File: src/rtl/core_seq_pkg.sv
// core_seq_pkg: shared types and constants for the multi-cycle sequencer.
// Holds the FSM state encoding, the instruction-class enum, the opcode
// constants and the opcode classifier used in the DECODE phase.
package core_seq_pkg;

  // Sequencer states; encodings are visible on state_o for debug.
  typedef enum logic [2:0] {
    S_IDLE   = 3'd0,
    S_FETCH  = 3'd1,
    S_DECODE = 3'd2,
    S_EXEC   = 3'd3,
    S_MEM    = 3'd4,
    S_WB     = 3'd5,
    S_TRAP   = 3'd6
  } state_e;

  // Instruction classes that steer the EXEC/MEM/WB behaviour.
  typedef enum logic [2:0] {
    CLS_LOAD   = 3'd0,
    CLS_STORE  = 3'd1,
    CLS_ALU    = 3'd2,
    CLS_BRANCH = 3'd3,
    CLS_JUMP   = 3'd4
  } iclass_e;

  localparam logic [6:0] OPC_LOAD   = 7'h03;
  localparam logic [6:0] OPC_STORE  = 7'h23;
  localparam logic [6:0] OPC_OPIMM  = 7'h13;
  localparam logic [6:0] OPC_OP     = 7'h33;
  localparam logic [6:0] OPC_LUI    = 7'h37;
  localparam logic [6:0] OPC_AUIPC  = 7'h17;
  localparam logic [6:0] OPC_BRANCH = 7'h63;
  localparam logic [6:0] OPC_JAL    = 7'h6F;
  localparam logic [6:0] OPC_JALR   = 7'h67;

  // Result of classifying one opcode: legality flag plus its class.
  typedef struct packed {
    logic    legal;
    iclass_e cls;
  } dec_t;

  // Map an opcode onto its class; unknown opcodes come back not legal.
  function automatic dec_t classify(input logic [6:0] opc);
    dec_t d;
    d.legal = 1'b1;
    d.cls   = CLS_ALU;
    case (opc)
      OPC_LOAD:   d.cls = CLS_LOAD;
      OPC_STORE:  d.cls = CLS_STORE;
      OPC_OPIMM,
      OPC_OP,
      OPC_LUI,
      OPC_AUIPC:  d.cls = CLS_ALU;
      OPC_BRANCH: d.cls = CLS_BRANCH;
      OPC_JAL,
      OPC_JALR:   d.cls = CLS_JUMP;
      default:    d.legal = 1'b0;
    endcase
    return d;
  endfunction

endpackage

File: src/rtl/core_seq_if.sv
// core_seq_if: data-memory request bus between the sequencer and memory.
//
// Handshake: dmem_req_o is held high for every cycle the sequencer waits in
// MEM (dmem_we_o qualifies it as a store). The request completes on the first
// rising edge at which dmem_ready_i is high while dmem_req_o is high; the
// request drops in the following cycle. Memory must not assume the request
// stays up after it has signalled ready, and a missing ready eventually ends
// the request through the sequencer's timeout trap.
interface core_seq_if;
  logic dmem_req_o;
  logic dmem_we_o;
  logic dmem_ready_i;

  modport master (
    output dmem_req_o,
    output dmem_we_o,
    input  dmem_ready_i
  );

  modport slave (
    input  dmem_req_o,
    input  dmem_we_o,
    output dmem_ready_i
  );
endinterface

File: src/rtl/core_seq_tmo.sv
// core_seq_tmo: memory-wait timeout counter.
// i_start reloads the count to zero (issued on the way into MEM); i_tick adds
// one per stalled cycle. o_expire is high once the count has reached
// MEM_TMO-1, i.e. on the MEM_TMO-th consecutive stalled MEM cycle.
module core_seq_tmo #(
  parameter int MEM_TMO = 16
) (
  input  logic clk_i,
  input  logic rst_i,
  input  logic i_start,
  input  logic i_tick,
  output logic o_expire
);

  localparam logic [7:0] LAST = 8'(MEM_TMO - 1);

  logic [7:0] r_cnt;

  // Count stalled cycles; hold at LAST so the counter can never wrap.
  always_ff @(posedge clk_i or posedge rst_i) begin
    if (rst_i) begin
      r_cnt <= 8'd0;
    end else if (i_start) begin
      r_cnt <= 8'd0;
    end else if (i_tick && (r_cnt != LAST)) begin
      r_cnt <= r_cnt + 8'd1;
    end
  end

  assign o_expire = (r_cnt == LAST);

endmodule

File: src/rtl/core_seq_ctrl.sv
// core_seq_ctrl: multi-cycle instruction sequencer (FETCH/DECODE/EXEC/MEM/WB).
// Gates register-write and PC-advance so they only act in WB, owns the data
// memory request with a timeout trap, and counts retired instructions.
// Optional feature macro: CORE_SEQ_INSTRET_EN (retired-instruction counter);
// when it is undefined instret_o is tied to zero.
// All outputs decode registered state only, so no input reaches an output
// combinationally.
module core_seq_ctrl
  import core_seq_pkg::*;
#(
  parameter int MEM_TMO = 16,
  parameter int CNT_W   = 32
) (
  input  logic             clk_i,
  input  logic             rst_i,
  input  logic             en_i,
  input  logic             clear_i,
  input  logic [6:0]       opcode_i,
  core_seq_if.master       dmem,
  output logic             ir_load_o,
  output logic             rf_wr_gate_o,
  output logic             pc_update_o,
  output logic             busy_o,
  output logic             err_o,
  output logic [2:0]       state_o,
  output logic [CNT_W-1:0] instret_o
);

  state_e  r_state;
  state_e  w_next_state;
  iclass_e r_class;
  dec_t    w_dec;
  logic    w_tmo_start;
  logic    w_tmo_tick;
  logic    w_tmo_expire;

  assign w_dec   = classify(opcode_i);
  assign state_o = r_state;

  core_seq_tmo #(
    .MEM_TMO (MEM_TMO)
  ) u_tmo (
    .clk_i    (clk_i),
    .rst_i    (rst_i),
    .i_start  (w_tmo_start),
    .i_tick   (w_tmo_tick),
    .o_expire (w_tmo_expire)
  );

  // State register; reset aborts any instruction in flight.
  always_ff @(posedge clk_i or posedge rst_i) begin
    if (rst_i) begin
      r_state <= S_IDLE;
    end else begin
      r_state <= w_next_state;
    end
  end

  // Instruction class, captured once per instruction at the end of DECODE.
  always_ff @(posedge clk_i or posedge rst_i) begin
    if (rst_i) begin
      r_class <= CLS_ALU;
    end else if ((r_state == S_DECODE) && w_dec.legal) begin
      r_class <= w_dec.cls;
    end
  end

  // Next-state logic and Moore output decode of the current state.
  always_comb begin
    w_next_state      = r_state;
    w_tmo_start       = 1'b0;
    w_tmo_tick        = 1'b0;
    ir_load_o         = 1'b0;
    rf_wr_gate_o      = 1'b0;
    pc_update_o       = 1'b0;
    dmem.dmem_req_o   = 1'b0;
    dmem.dmem_we_o    = 1'b0;
    busy_o            = 1'b1;
    err_o             = 1'b0;
    case (r_state)
      S_IDLE: begin
        busy_o = 1'b0;
        if (en_i) w_next_state = S_FETCH;
      end
      S_FETCH: begin
        ir_load_o    = 1'b1;
        w_next_state = S_DECODE;
      end
      S_DECODE: begin
        w_next_state = w_dec.legal ? S_EXEC : S_TRAP;
      end
      S_EXEC: begin
        // Reload the timeout so MEM always starts counting from zero.
        w_tmo_start = 1'b1;
        if ((r_class == CLS_LOAD) || (r_class == CLS_STORE)) begin
          w_next_state = S_MEM;
        end else begin
          w_next_state = S_WB;
        end
      end
      S_MEM: begin
        dmem.dmem_req_o = 1'b1;
        dmem.dmem_we_o  = (r_class == CLS_STORE);
        // Ready is checked first so a late ready beats the timeout.
        if (dmem.dmem_ready_i) begin
          w_next_state = S_WB;
        end else if (w_tmo_expire) begin
          w_next_state = S_TRAP;
        end else begin
          w_tmo_tick = 1'b1;
        end
      end
      S_WB: begin
        pc_update_o  = 1'b1;
        rf_wr_gate_o = (r_class == CLS_LOAD) || (r_class == CLS_ALU) ||
                       (r_class == CLS_JUMP);
        w_next_state = en_i ? S_FETCH : S_IDLE;
      end
      S_TRAP: begin
        busy_o = 1'b0;
        err_o  = 1'b1;
        if (clear_i) w_next_state = S_IDLE;
      end
      default: begin
        busy_o       = 1'b0;
        w_next_state = S_IDLE;
      end
    endcase
  end

`ifdef CORE_SEQ_INSTRET_EN
  logic [CNT_W-1:0] r_instret;

  // One increment per retired instruction, wrapping at 2^CNT_W.
  always_ff @(posedge clk_i or posedge rst_i) begin
    if (rst_i) begin
      r_instret <= '0;
    end else if (r_state == S_WB) begin
      r_instret <= r_instret + CNT_W'(1);
    end
  end

  assign instret_o = r_instret;
`else
  assign instret_o = '0;
`endif

endmodule

File: src/flat_wrapper.sv
// flat-port wrapper written by rule: the top's interface ports become plain ports
module core_seq_ctrl_flat import core_seq_pkg::*;
#(
  parameter int MEM_TMO = 16,
  parameter int CNT_W   = 32
)
  (clk_i, rst_i, en_i, clear_i, opcode_i, ir_load_o, rf_wr_gate_o, pc_update_o, busy_o, err_o, state_o, instret_o, dmem_dmem_req_o, dmem_dmem_we_o, dmem_dmem_ready_i);
  core_seq_if dmem_i ();
  input  logic clk_i;
  input  logic rst_i;
  input  logic en_i;
  input  logic clear_i;
  input  logic [6:0] opcode_i;
  output logic ir_load_o;
  output logic rf_wr_gate_o;
  output logic pc_update_o;
  output logic busy_o;
  output logic err_o;
  output logic [2:0] state_o;
  output logic [CNT_W-1:0] instret_o;
  output wire logic [$bits(dmem_i.dmem_req_o)-1:0] dmem_dmem_req_o;
  output wire logic [$bits(dmem_i.dmem_we_o)-1:0] dmem_dmem_we_o;
  input wire logic [$bits(dmem_i.dmem_ready_i)-1:0] dmem_dmem_ready_i;
  assign dmem_dmem_req_o = dmem_i.dmem_req_o;
  assign dmem_dmem_we_o = dmem_i.dmem_we_o;
  assign dmem_i.dmem_ready_i = dmem_dmem_ready_i;
  core_seq_ctrl #(.MEM_TMO(MEM_TMO), .CNT_W(CNT_W)) u_core (.clk_i(clk_i), .rst_i(rst_i), .en_i(en_i), .clear_i(clear_i), .opcode_i(opcode_i), .dmem(dmem_i), .ir_load_o(ir_load_o), .rf_wr_gate_o(rf_wr_gate_o), .pc_update_o(pc_update_o), .busy_o(busy_o), .err_o(err_o), .state_o(state_o), .instret_o(instret_o));
endmodule
File: config.mk
export PLATFORM = sky130hd
export DESIGN_NAME = core_seq_ctrl_flat
export DESIGN_NICKNAME = d
export VERILOG_FILES = /design/src/rtl/core_seq_pkg.sv /design/src/rtl/core_seq_if.sv /design/src/rtl/core_seq_tmo.sv /design/src/rtl/core_seq_ctrl.sv /design/src/flat_wrapper.sv
export SDC_FILE = /design/constraint.sdc
export NUM_CORES = 1
export LEC_CHECK = 0
export CORE_MARGIN = 3
export CORE_UTILIZATION = 32
export DETAILED_ROUTE_END_ITERATION = 10
export GPL_ROUTABILITY_DRIVEN = 0
export PLACE_DENSITY_LB_ADDON = 0.3
export SYNTH_ARGS = -nofsm -noshare
export SYNTH_HDL_FRONTEND = slang
export SYNTH_SLANG_ARGS = --single-unit
File: constraint.sdc
create_clock -name clk_i -period 1.9 [get_ports clk_i]
set_input_delay 0.38 -clock clk_i [delete_from_list [all_inputs] [get_ports clk_i]]
set_output_delay 0.38 -clock clk_i [all_outputs]
set_load 0.05 [all_outputs]
==> flow_summary_export.csv <==
group,metric,value,unit
power_and_ir_drop,finalPower,2.154,mW
grt,grt_max_degree,15,
die,core,0.003153,mm^2
timing,finalHoldViolCount,0,
timing,setup_violations,0,
route,drt_first_pass_iters,4,
route,drtIter0Drc,17,
timing,fin_ws,73.74,ps
die,die_area,0.004172,mm^2
clock_tree,cts.clk_slew.worst_paths,90,ps
clock_tree,cts_max_path_buffers,2,
clock_tree,cts_buffers,3,
logic_synthesis,synth_seq_cells,14,
grt,grt_remaining_overflow,0,
layout,fillers,315,
timing,worst_pin_slew,556.0,ps
power_and_ir_drop,ir_drop,0.7491,mV
logic_synthesis,synth_cell_types,42,
grt,antenna_found_initial,0,
timing,fmax,0.5476,GHz
layout,num_antenna_cells,0,
route,drc_errors,0,
route,highest_layer,"met4",
route,drtAntennaViolNets,0,
job,maxCapViolCount,0,
timing,holdWs,434.8,ps
route,vias,940,
layout,area_growth,34.17,%
power_and_ir_drop,p_leak,0.7074,nW
placed_design,pre_cts_ws,-269.8,ps
logic_synthesis,yosys_warnings,0,
layout,seq_area,355.3,um^2
clock_tree,postCtsHoldBufs,0,
layout,multi_input_area,633.1,um^2
clock_tree,insertion_delay,280,ps
layout,drive_gt1_share,27.78,%
route,met2WireLength,1173,um
route,vias_per_cell,4.563,
die,initial_core_util,34.84,%
run_status,status,"finished clean",
layout,final_cell_mix,"conb_1 (32), buf_4 (15), nor2_1 (10), clkdlybuf4s50_1 (10), dfrtp_1 (10)",
route,route.met3.wl,196,um
placed_design,dp_hpwl,1848,um
timing,finClkSkew,6.718,ps
timing,maxSlewHeadroom,62.89,%
logic_synthesis,syn_area,0.001099,mm^2
min_path,min_path_type,"in2async",
timing,rsz0062_at_grt,"no",
die,num_rows,20,
worst_setup_path,worstPathRequired,1520,ps
worst_setup_path,worstPathArrival,1450,ps
layout,final_common_cell,"conb_1",
clock_tree,clock-sinks,14,
grt,grt_pass1_vias,870,
timing,tns,0,ps
logic_synthesis,async_flop_share,100.0,%
placed_design,dpl_cell_area,0.001413,mm^2
logic_synthesis,synthFlopType,"dfrtp_1",
timing,post-route-period-util,96.12,%
route,post_drt_wl_per_cell,10.88,um
grt,grtUsageTotal,10.96,%
logic_synthesis,synth_area_per_cell,8.582,um^2
layout,post-route-cell-area,0.001474,mm^2
power_and_ir_drop,power.density,1461,mW/mm^2
die,fp.dieW,64.59,um
clock_tree,cts_tree,"done",
grt,grt_pass1_wl,3608,um
timing,min_period,1826,ps
worst_setup_path,worstSetupStartpointType,"flip-flop",
die,io_pins,54,
logic_synthesis,seq_area_frac_synth,32.00,%
worst_setup_path,cp_max_fo,14,
die,dieHeight,64.59,um
layout,layout.nets,176,
placed_design,placement.io_buffers,21,
clock_tree,root_buffer,"clkbuf_4",
worst_setup_path,critPathKind,"reg2out",
logic_synthesis,synth_edf_count,0,
timing,drv_slew,0,
logic_synthesis,netlist_instances,128,
route,totalWireLength,2241,um
route,met1_length,853,um
worst_setup_path,crit_path_end_kind,"output port",
clock_tree,cts.htree.levels,1,
state kept, by name, indices dropped and copies added (netlist names):
signal	cells
u_core.u_tmo.r_cnt	8
u_core.state_o	3
u_core.r_class	3
report_power, final:
part           leakage, nW  switching, mW  internal (mW)  total (mW)
logic                0.507          0.881          0.581        1.46
registers            0.179         0.0721          0.402       0.474
clock network       0.0210          0.101          0.117       0.218
total                0.707           1.05           1.10        2.15
critical path, cell delays in order, from the launching register on:
cell and delay, ps:
dfrtp_2 410, buf_4 200, nor3b_4 210, and3_4 220
buf_12 130
stage by stage:
| step | instances | utilization [%] |
|---|---|---|
| floorplan | 159 | - |
| global placement | 200 | 44.80 |
| detailed placement | 200 | 44.80 |
| CTS | 206 | 46.43 |
| global route | 206 | 46.75 |
| finish | 206 | 46.75 |
path summary, 6_finish.rpt:
kind,from,endpoint,slack (ps),cells after the start
worst max-delay path,u_core.state_o[1],dmem_dmem_we_o,70,4
worst min-delay path,rst_i,u_core.u_tmo.r_cnt[1],430,2
worst max register to register,u_core.state_o[0],u_core.u_tmo.r_cnt[6],110,4
worst min register to register,u_core.r_class[1],u_core.r_class[1],480,2
max in group asynchronous,rst_i,u_core.state_o[2],1070,2
min in group clk_i,u_core.r_class[1],u_core.r_class[1],480,2
cell usage after synthesis, drive strengths merged, types with 3 or more instances:
master  count  area [um^2]
inv         7        26.28
nor2       11        43.80
nor3        3        15.01
mux2i       3        30.03
xnor2       3        26.28
nand2       9        33.78
dfrtp      13        325.3
o21ai       4        20.02
buf        32        240.2
a21oi       4        23.77
logic make-up (layout without fill, tap and decap cells):
family,count (synthesis),in the layout,share of synthesized area [%]
adders and majority gates,1,1,1.139
AOI/OAI and AO/OA,20,20,12.87
xor gates and xnor gates,4,4,3.190
buffers and inverters,41,44,24.94
other,1,32,0.3414
and+or+nand+nor,42,42,20.73
DFF,14,14,32.00
muxes,5,5,4.784
final cells by class:
type | instances | share of cell area, %
clock buffer | 4 | 2.462
tap | 44 | 3.735
timing repair buffer | 33 | 24.79
sequential | 14 | 24.11
inverter | 7 | 1.952
multi-input combinational | 104 | 42.95
per-layer routing:
| layer | vias to the layer above | GRT usage, % |
|---|---|---|
| met4 | 0 | 5.805 |
| met5 | - | 0 |
| li1 | 451 | - |
| met1 | 441 | 11.67 |
| met2 | 44 | 19.97 |
| met3 | 4 | 2.426 |
what timing repair did:
item	CTS	global route
endpoints found under the setup margin	2	6
pin swaps	2	2
gates resized for setup	0	4
buffers inserted	2	0
cloned	0	0
Power figures use the tool's default switching activity.
